<file path="config.mk">
export PLATFORM = sky130hd
export DESIGN_NAME = i2c_target_regfile
export DESIGN_NICKNAME = d
export VERILOG_FILES = /design/src/rtl/i2c_target_pkg.sv /design/src/rtl/i2c_bus_sync.sv /design/src/rtl/i2c_target_regfile.sv
export SDC_FILE = /design/constraint.sdc
export NUM_CORES = 1
export LEC_CHECK = 0
export ABC_AREA = 1
export BUFFER_PORTS_ARGS = -buffer_cell sky130_fd_sc_hd__buf_2
export CAP_MARGIN = 20
export CORE_MARGIN = 2
export CORE_UTILIZATION = 60
export CTS_BUF_LIST = sky130_fd_sc_hd__clkbuf_4 sky130_fd_sc_hd__clkbuf_8
export DETAILED_ROUTE_END_ITERATION = 16
export HOLD_SLACK_MARGIN = 0.08
export PLACE_DENSITY_LB_ADDON = 0.15
export SLEW_MARGIN = 10
export SYNTH_ARGS = -nofsm -noshare
export SYNTH_HDL_FRONTEND = slang
export SYNTH_SLANG_ARGS = --single-unit
</file>
<file path="constraint.sdc">
create_clock -name clk_i -period 8.6 [get_ports clk_i]
set_input_delay 2.58 -clock clk_i [delete_from_list [all_inputs] [get_ports clk_i]]
set_output_delay 2.58 -clock clk_i [all_outputs]
set_load 0.1 [all_outputs]
</file>
<file path="src/rtl/i2c_target_pkg.sv">
// Shared types and constants for the I2C register-file target.
// Latency: n/a (declarations only).
// Backpressure: n/a; the target never stretches SCL.
package i2c_target_pkg;

    localparam int   I2C_BYTE_W = 8;
    localparam logic I2C_ACK    = 1'b0;

    typedef enum logic [2:0] {
        IDLE,
        ADDR,
        ADDR_ACK,
        WR_BYTE,
        WR_ACK,
        RD_BYTE,
        RD_ACK,
        WAIT_STOP
    } i2c_tgt_state_e;

endpackage

</file>
<file path="src/rtl/i2c_bus_sync.sv">
// Synchronises the async SCL/SDA levels and flags SCL edges and START/STOP conditions.
// Latency: event pulses appear 2-3 clk_i after the bus transition.
// Backpressure: none; pulses are single-cycle and unconditional.
module i2c_bus_sync (
    input  logic clk_i,
    input  logic rst_i,
    input  logic scl_i,
    input  logic sda_i,
    output logic scl_rise_o,
    output logic scl_fall_o,
    output logic start_o,
    output logic stop_o,
    output logic sda_sync_o
);

    // [0] first sync stage, [1] synchronised level, [2] previous synchronised level
    logic [2:0] scl_q, scl_d;
    logic [2:0] sda_q, sda_d;

    // Shift each bus line through its synchroniser/edge-history chain
    always_comb begin
        scl_d = {scl_q[1:0], scl_i};
        sda_d = {sda_q[1:0], sda_i};
    end

    // History resets to an idle (released) bus so reset release creates no false events
    always_ff @(posedge clk_i or posedge rst_i) begin
        if (rst_i) begin
            scl_q <= 3'b111;
            sda_q <= 3'b111;
        end else begin
            scl_q <= scl_d;
            sda_q <= sda_d;
        end
    end

    assign scl_rise_o = scl_q[1] & ~scl_q[2];
    assign scl_fall_o = ~scl_q[1] & scl_q[2];
    assign start_o    = scl_q[1] & sda_q[2] & ~sda_q[1];
    assign stop_o     = scl_q[1] & ~sda_q[2] & sda_q[1];
    assign sda_sync_o = sda_q[1];

endmodule

</file>
<file path="src/rtl/i2c_target_regfile.sv">
// I2C target with a byte-wide register file: pointer write, data write, sequential read.
// Latency: SDA drive changes one clk_i after a detected SCL fall; writes strobe one clk_i after the 8th rise.
// Backpressure: never stretches SCL; START/STOP override any bit activity.
module i2c_target_regfile
    import i2c_target_pkg::*;
#(
    parameter logic [6:0] TargetAddr  = 7'h50,
    parameter int         NumRegs     = 16,
    parameter logic [7:0] RegResetVal = 8'h00,
    localparam int        PW          = $clog2(NumRegs)
) (
    input  logic          clk_i,
    input  logic          rst_i,
    input  logic          scl_i,
    input  logic          sda_i,
    output logic          sda_o,
    output logic          sda_oe_o,
    output logic          busy_o,
    output logic          wr_valid_o,
    output logic [PW-1:0] wr_addr_o,
    output logic [7:0]    wr_data_o
);

    logic scl_rise, scl_fall, start, stop, sda_sync;

    i2c_bus_sync u_sync (
        .clk_i      (clk_i),
        .rst_i      (rst_i),
        .scl_i      (scl_i),
        .sda_i      (sda_i),
        .scl_rise_o (scl_rise),
        .scl_fall_o (scl_fall),
        .start_o    (start),
        .stop_o     (stop),
        .sda_sync_o (sda_sync)
    );

    i2c_tgt_state_e        state_q, state_d;
    logic [2:0]            bit_cnt_q, bit_cnt_d;
    logic [I2C_BYTE_W-1:0] shift_q, shift_d;
    logic [PW-1:0]         ptr_q, ptr_d;
    logic                  first_q, first_d;
    logic                  oe_q, oe_d;
    logic                  busy_q, busy_d;
    logic                  wr_valid_q, wr_valid_d;
    logic [PW-1:0]         wr_addr_q, wr_addr_d;
    logic [7:0]            wr_data_q, wr_data_d;
    logic [7:0]            regs_q [NumRegs];
    logic [7:0]            regs_d [NumRegs];
    logic [7:0]            rx_byte;

    // Next-state logic: bus conditions first, then per-state bit handling on SCL edges
    always_comb begin
        state_d    = state_q;
        bit_cnt_d  = bit_cnt_q;
        shift_d    = shift_q;
        ptr_d      = ptr_q;
        first_d    = first_q;
        oe_d       = oe_q;
        busy_d     = busy_q;
        wr_valid_d = 1'b0;
        wr_addr_d  = wr_addr_q;
        wr_data_d  = wr_data_q;
        regs_d     = regs_q;
        rx_byte    = {shift_q[6:0], sda_sync};

        if (stop) begin
            state_d   = IDLE;
            oe_d      = 1'b0;
            busy_d    = 1'b0;
            bit_cnt_d = 3'd0;
        end else if (start) begin
            state_d   = ADDR;
            oe_d      = 1'b0;
            busy_d    = 1'b1;
            bit_cnt_d = 3'd0;
        end else begin
            unique case (state_q)
                ADDR: if (scl_rise) begin
                    shift_d = rx_byte;
                    if (bit_cnt_q == 3'd7) begin
                        bit_cnt_d = 3'd0;
                        // general call (address 0) is never acknowledged
                        if (rx_byte[7:1] == TargetAddr && rx_byte[7:1] != 7'h00) begin
                            state_d = ADDR_ACK;
                            first_d = 1'b1;
                        end else begin
                            state_d = WAIT_STOP;
                        end
                    end else begin
                        bit_cnt_d = bit_cnt_q + 3'd1;
                    end
                end
                // oe_q distinguishes the fall that starts the ACK from the one that ends it
                ADDR_ACK: if (scl_fall) begin
                    if (!oe_q) begin
                        oe_d = 1'b1;
                    end else if (shift_q[0]) begin
                        state_d = RD_BYTE;
                        shift_d = regs_q[ptr_q];
                        oe_d    = ~regs_q[ptr_q][7];
                    end else begin
                        state_d = WR_BYTE;
                        oe_d    = 1'b0;
                    end
                end
                WR_BYTE: if (scl_rise) begin
                    shift_d = rx_byte;
                    if (bit_cnt_q == 3'd7) begin
                        bit_cnt_d = 3'd0;
                        state_d   = WR_ACK;
                        if (first_q) begin
                            first_d = 1'b0;
                            ptr_d   = rx_byte[PW-1:0];
                        end else begin
                            regs_d[ptr_q] = rx_byte;
                            wr_valid_d    = 1'b1;
                            wr_addr_d     = ptr_q;
                            wr_data_d     = rx_byte;
                            ptr_d         = ptr_q + PW'(1);
                        end
                    end else begin
                        bit_cnt_d = bit_cnt_q + 3'd1;
                    end
                end
                WR_ACK: if (scl_fall) begin
                    if (!oe_q) begin
                        oe_d = 1'b1;
                    end else begin
                        oe_d    = 1'b0;
                        state_d = WR_BYTE;
                    end
                end
                // shift_q[7] is always the bit currently on the bus
                RD_BYTE: if (scl_fall) begin
                    if (bit_cnt_q == 3'd7) begin
                        oe_d      = 1'b0;
                        state_d   = RD_ACK;
                        bit_cnt_d = 3'd0;
                        ptr_d     = ptr_q + PW'(1);
                    end else begin
                        shift_d   = {shift_q[6:0], 1'b0};
                        oe_d      = ~shift_q[6];
                        bit_cnt_d = bit_cnt_q + 3'd1;
                    end
                end
                // bit_cnt_q==1 marks a host ACK seen, next byte loads on the following fall
                RD_ACK: begin
                    if (scl_rise) begin
                        if (sda_sync == I2C_ACK) bit_cnt_d = 3'd1;
                        else                     state_d   = WAIT_STOP;
                    end else if (scl_fall && bit_cnt_q == 3'd1) begin
                        state_d   = RD_BYTE;
                        bit_cnt_d = 3'd0;
                        shift_d   = regs_q[ptr_q];
                        oe_d      = ~regs_q[ptr_q][7];
                    end
                end
                default: ;
            endcase
        end
    end

    // State and datapath registers; reset releases SDA immediately
    always_ff @(posedge clk_i or posedge rst_i) begin
        if (rst_i) begin
            state_q    <= IDLE;
            bit_cnt_q  <= 3'd0;
            shift_q    <= '0;
            ptr_q      <= '0;
            first_q    <= 1'b0;
            oe_q       <= 1'b0;
            busy_q     <= 1'b0;
            wr_valid_q <= 1'b0;
            wr_addr_q  <= '0;
            wr_data_q  <= '0;
            for (int i = 0; i < NumRegs; i++) regs_q[i] <= RegResetVal;
        end else begin
            state_q    <= state_d;
            bit_cnt_q  <= bit_cnt_d;
            shift_q    <= shift_d;
            ptr_q      <= ptr_d;
            first_q    <= first_d;
            oe_q       <= oe_d;
            busy_q     <= busy_d;
            wr_valid_q <= wr_valid_d;
            wr_addr_q  <= wr_addr_d;
            wr_data_q  <= wr_data_d;
            regs_q     <= regs_d;
        end
    end

    assign sda_o      = 1'b0;
    assign sda_oe_o   = oe_q;
    assign busy_o     = busy_q;
    assign wr_valid_o = wr_valid_q;
    assign wr_addr_o  = wr_addr_q;
    assign wr_data_o  = wr_data_q;

endmodule

</file>
* Word level (Yosys, flattened, before mapping)
Cells that the tools add are included.
** Operators by class
- Reductions and logical operators :: 20
- Bitwise logic cells :: 16
- Equal/unequal tests :: 39
- Shift-type cells :: 0
- Order comparisons :: 2
- Divide/modulo/power cells :: 0
- Add/subtract/negate cells :: 2
- $mul :: 0
- Muxes and demuxes :: 74
** Operators with widths (number)
- $bwmux 128 :: 1
- $mux 3 :: 25
- $mux 7 :: 8
- $ne 4x4->1 const B :: 12
- $bmux 8 s4 :: 1
- $demux 8 s4 :: 1
- $pmux 7 s4 :: 1
- $ne 2x2->1 const B :: 13
- $mux 1 :: 24
- $mux 8 :: 3
- $mux 4 :: 5
- $pmux 3 s6 :: 1
- $reduce_and 13->1 :: 1
- $eq 3x3->1 const B :: 4
- $reduce_and 6->1 :: 2
- $reduce_and 11->1 :: 1
- $ne 5x5->1 const B :: 2
- $reduce_and 10->1 :: 1
- $not 1->1 :: 9
- $pmux 3 s3 :: 1
- $pmux 4 s2 :: 1
- $reduce_and 8->1 :: 1
- $reduce_bool 8->1 :: 1
- $eq 7x7->1 const B :: 1
- other kinds (22) :: 33
** Word-level totals
- Memories kept :: 0
- Output and inout bits :: 16
- Memory bits (read-only) :: 0
- Latch bits :: 0
- Flip-flop bits (word level) :: 167
- Logic and storage cells :: 182
- RAM bits :: 0

* Depth between registers and ports, before layout
- Depth after elaboration :: 11
- Mapped depth :: 13
- Gate-level depth less buffers :: 11

* Cells and area by module
A second synthesis with hierarchy kept.
** Second synthesis, totals
- Cell total of the unflattened synthesis :: 1073
- Area, all modules :: 8390.5 um^2
** By module, submodules not included
- i2c_target_regfile :: area an instance 8199.1 um^2, instances 1, cells each 1058, sequential area each 4028.9 um^2
- i2c_bus_sync :: area an instance 191.4 um^2, instances 1, cells each 15, sequential area each 157.7 um^2

* Worst setup path before layout
OpenSTA, ideal clock, no wires.
- Path type :: register to output
- Start point :: register oe_q (netlist: sda_oe_o)
- End point :: output sda_oe_o
- Path slack :: 5094 ps
- Arrival time :: 926 ps
- Cell stages (with the launch flop) :: 1
- Required time :: 6020 ps
- Cells stage by stage :: dfrtp_1
** RTL lines
- from (decl) :: line i2c_target_regfile.sv:43 : logic oe_q, oe_d;
- from (signal assigned) :: line i2c_target_regfile.sv:172 : oe_q <= 1'b0;
- from (signal assigned) :: line i2c_target_regfile.sv:184 : oe_q <= oe_d;
- to (decl) :: line i2c_target_regfile.sv:17 : output logic sda_oe_o,
No word-level cell between the ends.

* Worst setup path after layout
- Start point :: register oe_q (netlist: sda_oe_o)
- End point :: output sda_oe_o
No word-level cell between the ends.

==> impl_metrics.toml <==
[status]
run_status = "complete, no violations"

[power]
leakagePower_nw = 4.69
vdd_drop_max_uv = 192
powerDensity_nw_per_um2 = 243

[worst_setup_path]
path_cells = "buf_2"
worstPathMaxFanout = 4
cp_top_family = "buffers and inverters"
worst-path-buf-inv = 1
critPathLaunch = "sda_oe_o$_DFFE_PP0P_"
crit_path_end_kind = "output pin"
crit_arrival_ns = 1.33
critical_path_required_ns = 6.02
cp-start-kind = "flop"
cp_slowest_stage_delay_ns = 0.45
cp_slowest_cell = "buf_2"
worstReg2RegStart = "u_sync.sda_q[1]$_DFF_PP1_"
critPathKind = "flop to output pin"

[sta]
layout_min_cycle_time_ns = 3.91
fin_skew_ns = 0.0124
worstMarginPinSlew_ns = 0.925
drv_slew = 0
hold_violations = 0
fin_crit_sh_pct = 45.5
relSlewSlack_pct = 38.3
setup_violations = 0
fmax_mhz = 256
rsz0062_at_grt = "no"
tns_ns = 0

[global_routing]
grt_pass1_wl_mm = 34.1
grt_max_degree = 105
grtUsageTotal_pct = 27.6
grt_pass1_vias = 6512
antenna_found_initial = 0
grt-ovfl-total = 0

[routing]
drc = 0
wl_met1_mm = 9.59
vias = 7128
wl_met2_mm = 9.43
highest_layer = "met4"
wirelength_mm = 20.5
final_antenna_net_count = 0
firstDrtPassIters = 6
wl_met3_mm = 1.11
avgViaCountPerCell = 5.38
wl_per_cell_um = 15.5
drtIter0Drc = 617

[clock_network]
ctsRootBufferMaster = "clkbuf_8"
post_cts_buffers = 0
cts_resized = 0
cts_tree = "done"
clkSinkCount = 167
cts_hold_buf = 0
clkLatencyLatePin_ns = 0.48
clock_path_buffers = 2
htreeDepth = 4
path_clk_slew_ns = 0.09
numCtsBuffers = 17

[synthesis]
syn-num-nets = 1155
syn_avg_cell_area_um2 = 7.59
yosysUniqueCellTypes = 37
syn_area_um2 = 8680
postSynthCellCount = 1144
ys_seq_area_share_pct = 48.2
ys_warn_count = 0
synth-seq-cells = 167

[job]
maxCapViolations = 0

[floorplanning]
start_util_pct = 62.0
core-area_um2 = 14000
die_h_um = 124
dieArea_um2 = 15400
die_w_um = 124
fp-row-count = 43
ioPinCount = 20

[worst_hold_path]
hp-class = "flop to flop"
hp-start = "u_sync.scl_q[0]$_DFF_PP1_"

[placed_design]
io_buffers = 18
dp_hpwl_mm = 12.9
gp_congestion = 0.979

[cells_and_area]
fill_cells = 1285
drive_gt1_share_pct = 11.4
nets = 1143
fin_util_pct = 65.7
antenna_cells = 0
area_growth_pct = 5.92
[report_power, final]
group | total [mW] | internal (mW) | switching [mW]
clock | 0.617 | 0.303 | 0.314
sequential | 0.876 | 0.829 | 0.0467
combinational | 0.738 | 0.178 | 0.561
[placed cells by master (no fill, tap or decap), types with 2 or more instances in the layout]
cell type   Yosys  routed
o21ai_1        57      57
nand3_1        74      74
inv_2           4       5
inv_6           0       5
a31oi_1         3       3
nand2_4         9       9
inv_1         130     128
dfrtp_1       161     160
o21ai_2        31      31
o21ai_0        81      81
nor2_2          4       4
nor2_1         76      76
nand4_1         7       7
buf_2           7      18
a21boi_0        4       4
inv_8           0       2
ha_1            7       7
a21oi_1         8       8
nor3_1          3       3
buf_4           1       8
bufinv_16       0       3
nand3_2         3       3
nand2_1       400     400
clkbuf_8        0      18
clkinv_4        0       2
nor2_8          3       3
nand2_2         6       6
dfstp_2         6       6
clkinvlp_4      0       3
[final timing paths]
kind                                                   to  slack [ns]  depth (start not counted)
worst min register to register  u_sync.scl_q[1]$_DFF_PP1_        0.36                          0
min in group asynchronous          regs_q[24]$_DFFE_PP0P_        2.31                          2
max in group asynchronous          regs_q[90]$_DFFE_PP0P_        4.94                          3
worst max register to register     regs_q[74]$_DFFE_PP0P_        5.15                          9
worst max-delay path                             sda_oe_o        4.69                          1
worst min-delay path            u_sync.scl_q[1]$_DFF_PP1_        0.36                          0
[per-layer routing]
layer / GRT usage (%) / up-vias
met4: 8.72 / 0
met2: 42.3 / 204
met3: 4.85 / 27
li1: - / 3566
met1: 40.5 / 3331
met5: 0 / -
[metrics by stage]
step	hold slack [ns]	total power [mW]	setup WS (ns)	cell area [µm²]	std cells
2_1_floorplan	0.345	1.43	1.51	8680	1144
3_5_place_dp	0.349	1.62	4.34	8750	1292
4_1_cts	0.362	2.23	4.67	9190	1324
6_report	0.361	2.23	4.69	9190	1325
5_1_grt	0.363	2.37	4.64	9190	1325
3_3_place_gp	0.347	1.61	4.33	8750	1292
[cells in the mapped netlist, drive strengths merged]
library cell	n	area, µm²
o21bai	1	7.51
clkinv	2	8.75
ha	7	87.6
xor2	1	8.76
nand3	78	418
nor2	84	382
a21boi	4	30.0
nand4	7	43.8
dfrtp	161	4030
a22oi	1	7.51
buf	20	163
nor3	3	15.0
conb	1	3.75
a21oi	8	40.0
o22ai	1	6.26
nand2	415	1640
inv	134	503
clkbuf	37	140
dfstp	6	158
a31oi	3	18.8
o31ai	1	7.51
o21ai	169	962
[flip-flops by register name, indices dropped and copies added (netlist names)]
name and count:
bit_cnt_q 3, busy_o 1, first_q 1, ptr_q 4, regs_q 128, sda_oe_o 1, shift_q 7, state_q 3
u_sync.scl_q 3, u_sync.sda_q 3, wr_addr_o 4, wr_data_o 8, wr_valid_o 1
[cell type report]
type	count	area, µm²	area share, %
repair buffers	26	150	1.63
clock inverters	14	188	2.04
inverters	136	517	5.62
well taps	180	225	2.45
multi-input cells	784	3680	40.0
flip-flops and latches	167	4190	45.5
clock buffers	18	248	2.69
[logic make-up (layout without fill, tap and decap cells)]
group                    Yosys count  count (layout)  share of synthesized area [%]
AND/OR/NAND/NOR                  587             587                           28.8
buffers and inverters            193             194                           9.38
AO/OA/AOI/OAI                    188             188                           12.4
flip-flops                       167             167                           48.2
adder cells (fa/ha/maj)            7               7                           1.01
other                              1               1                         0.0432
XOR/XNOR                           1               1                          0.101
No activity file was read; power rests on OpenSTA's default activity.
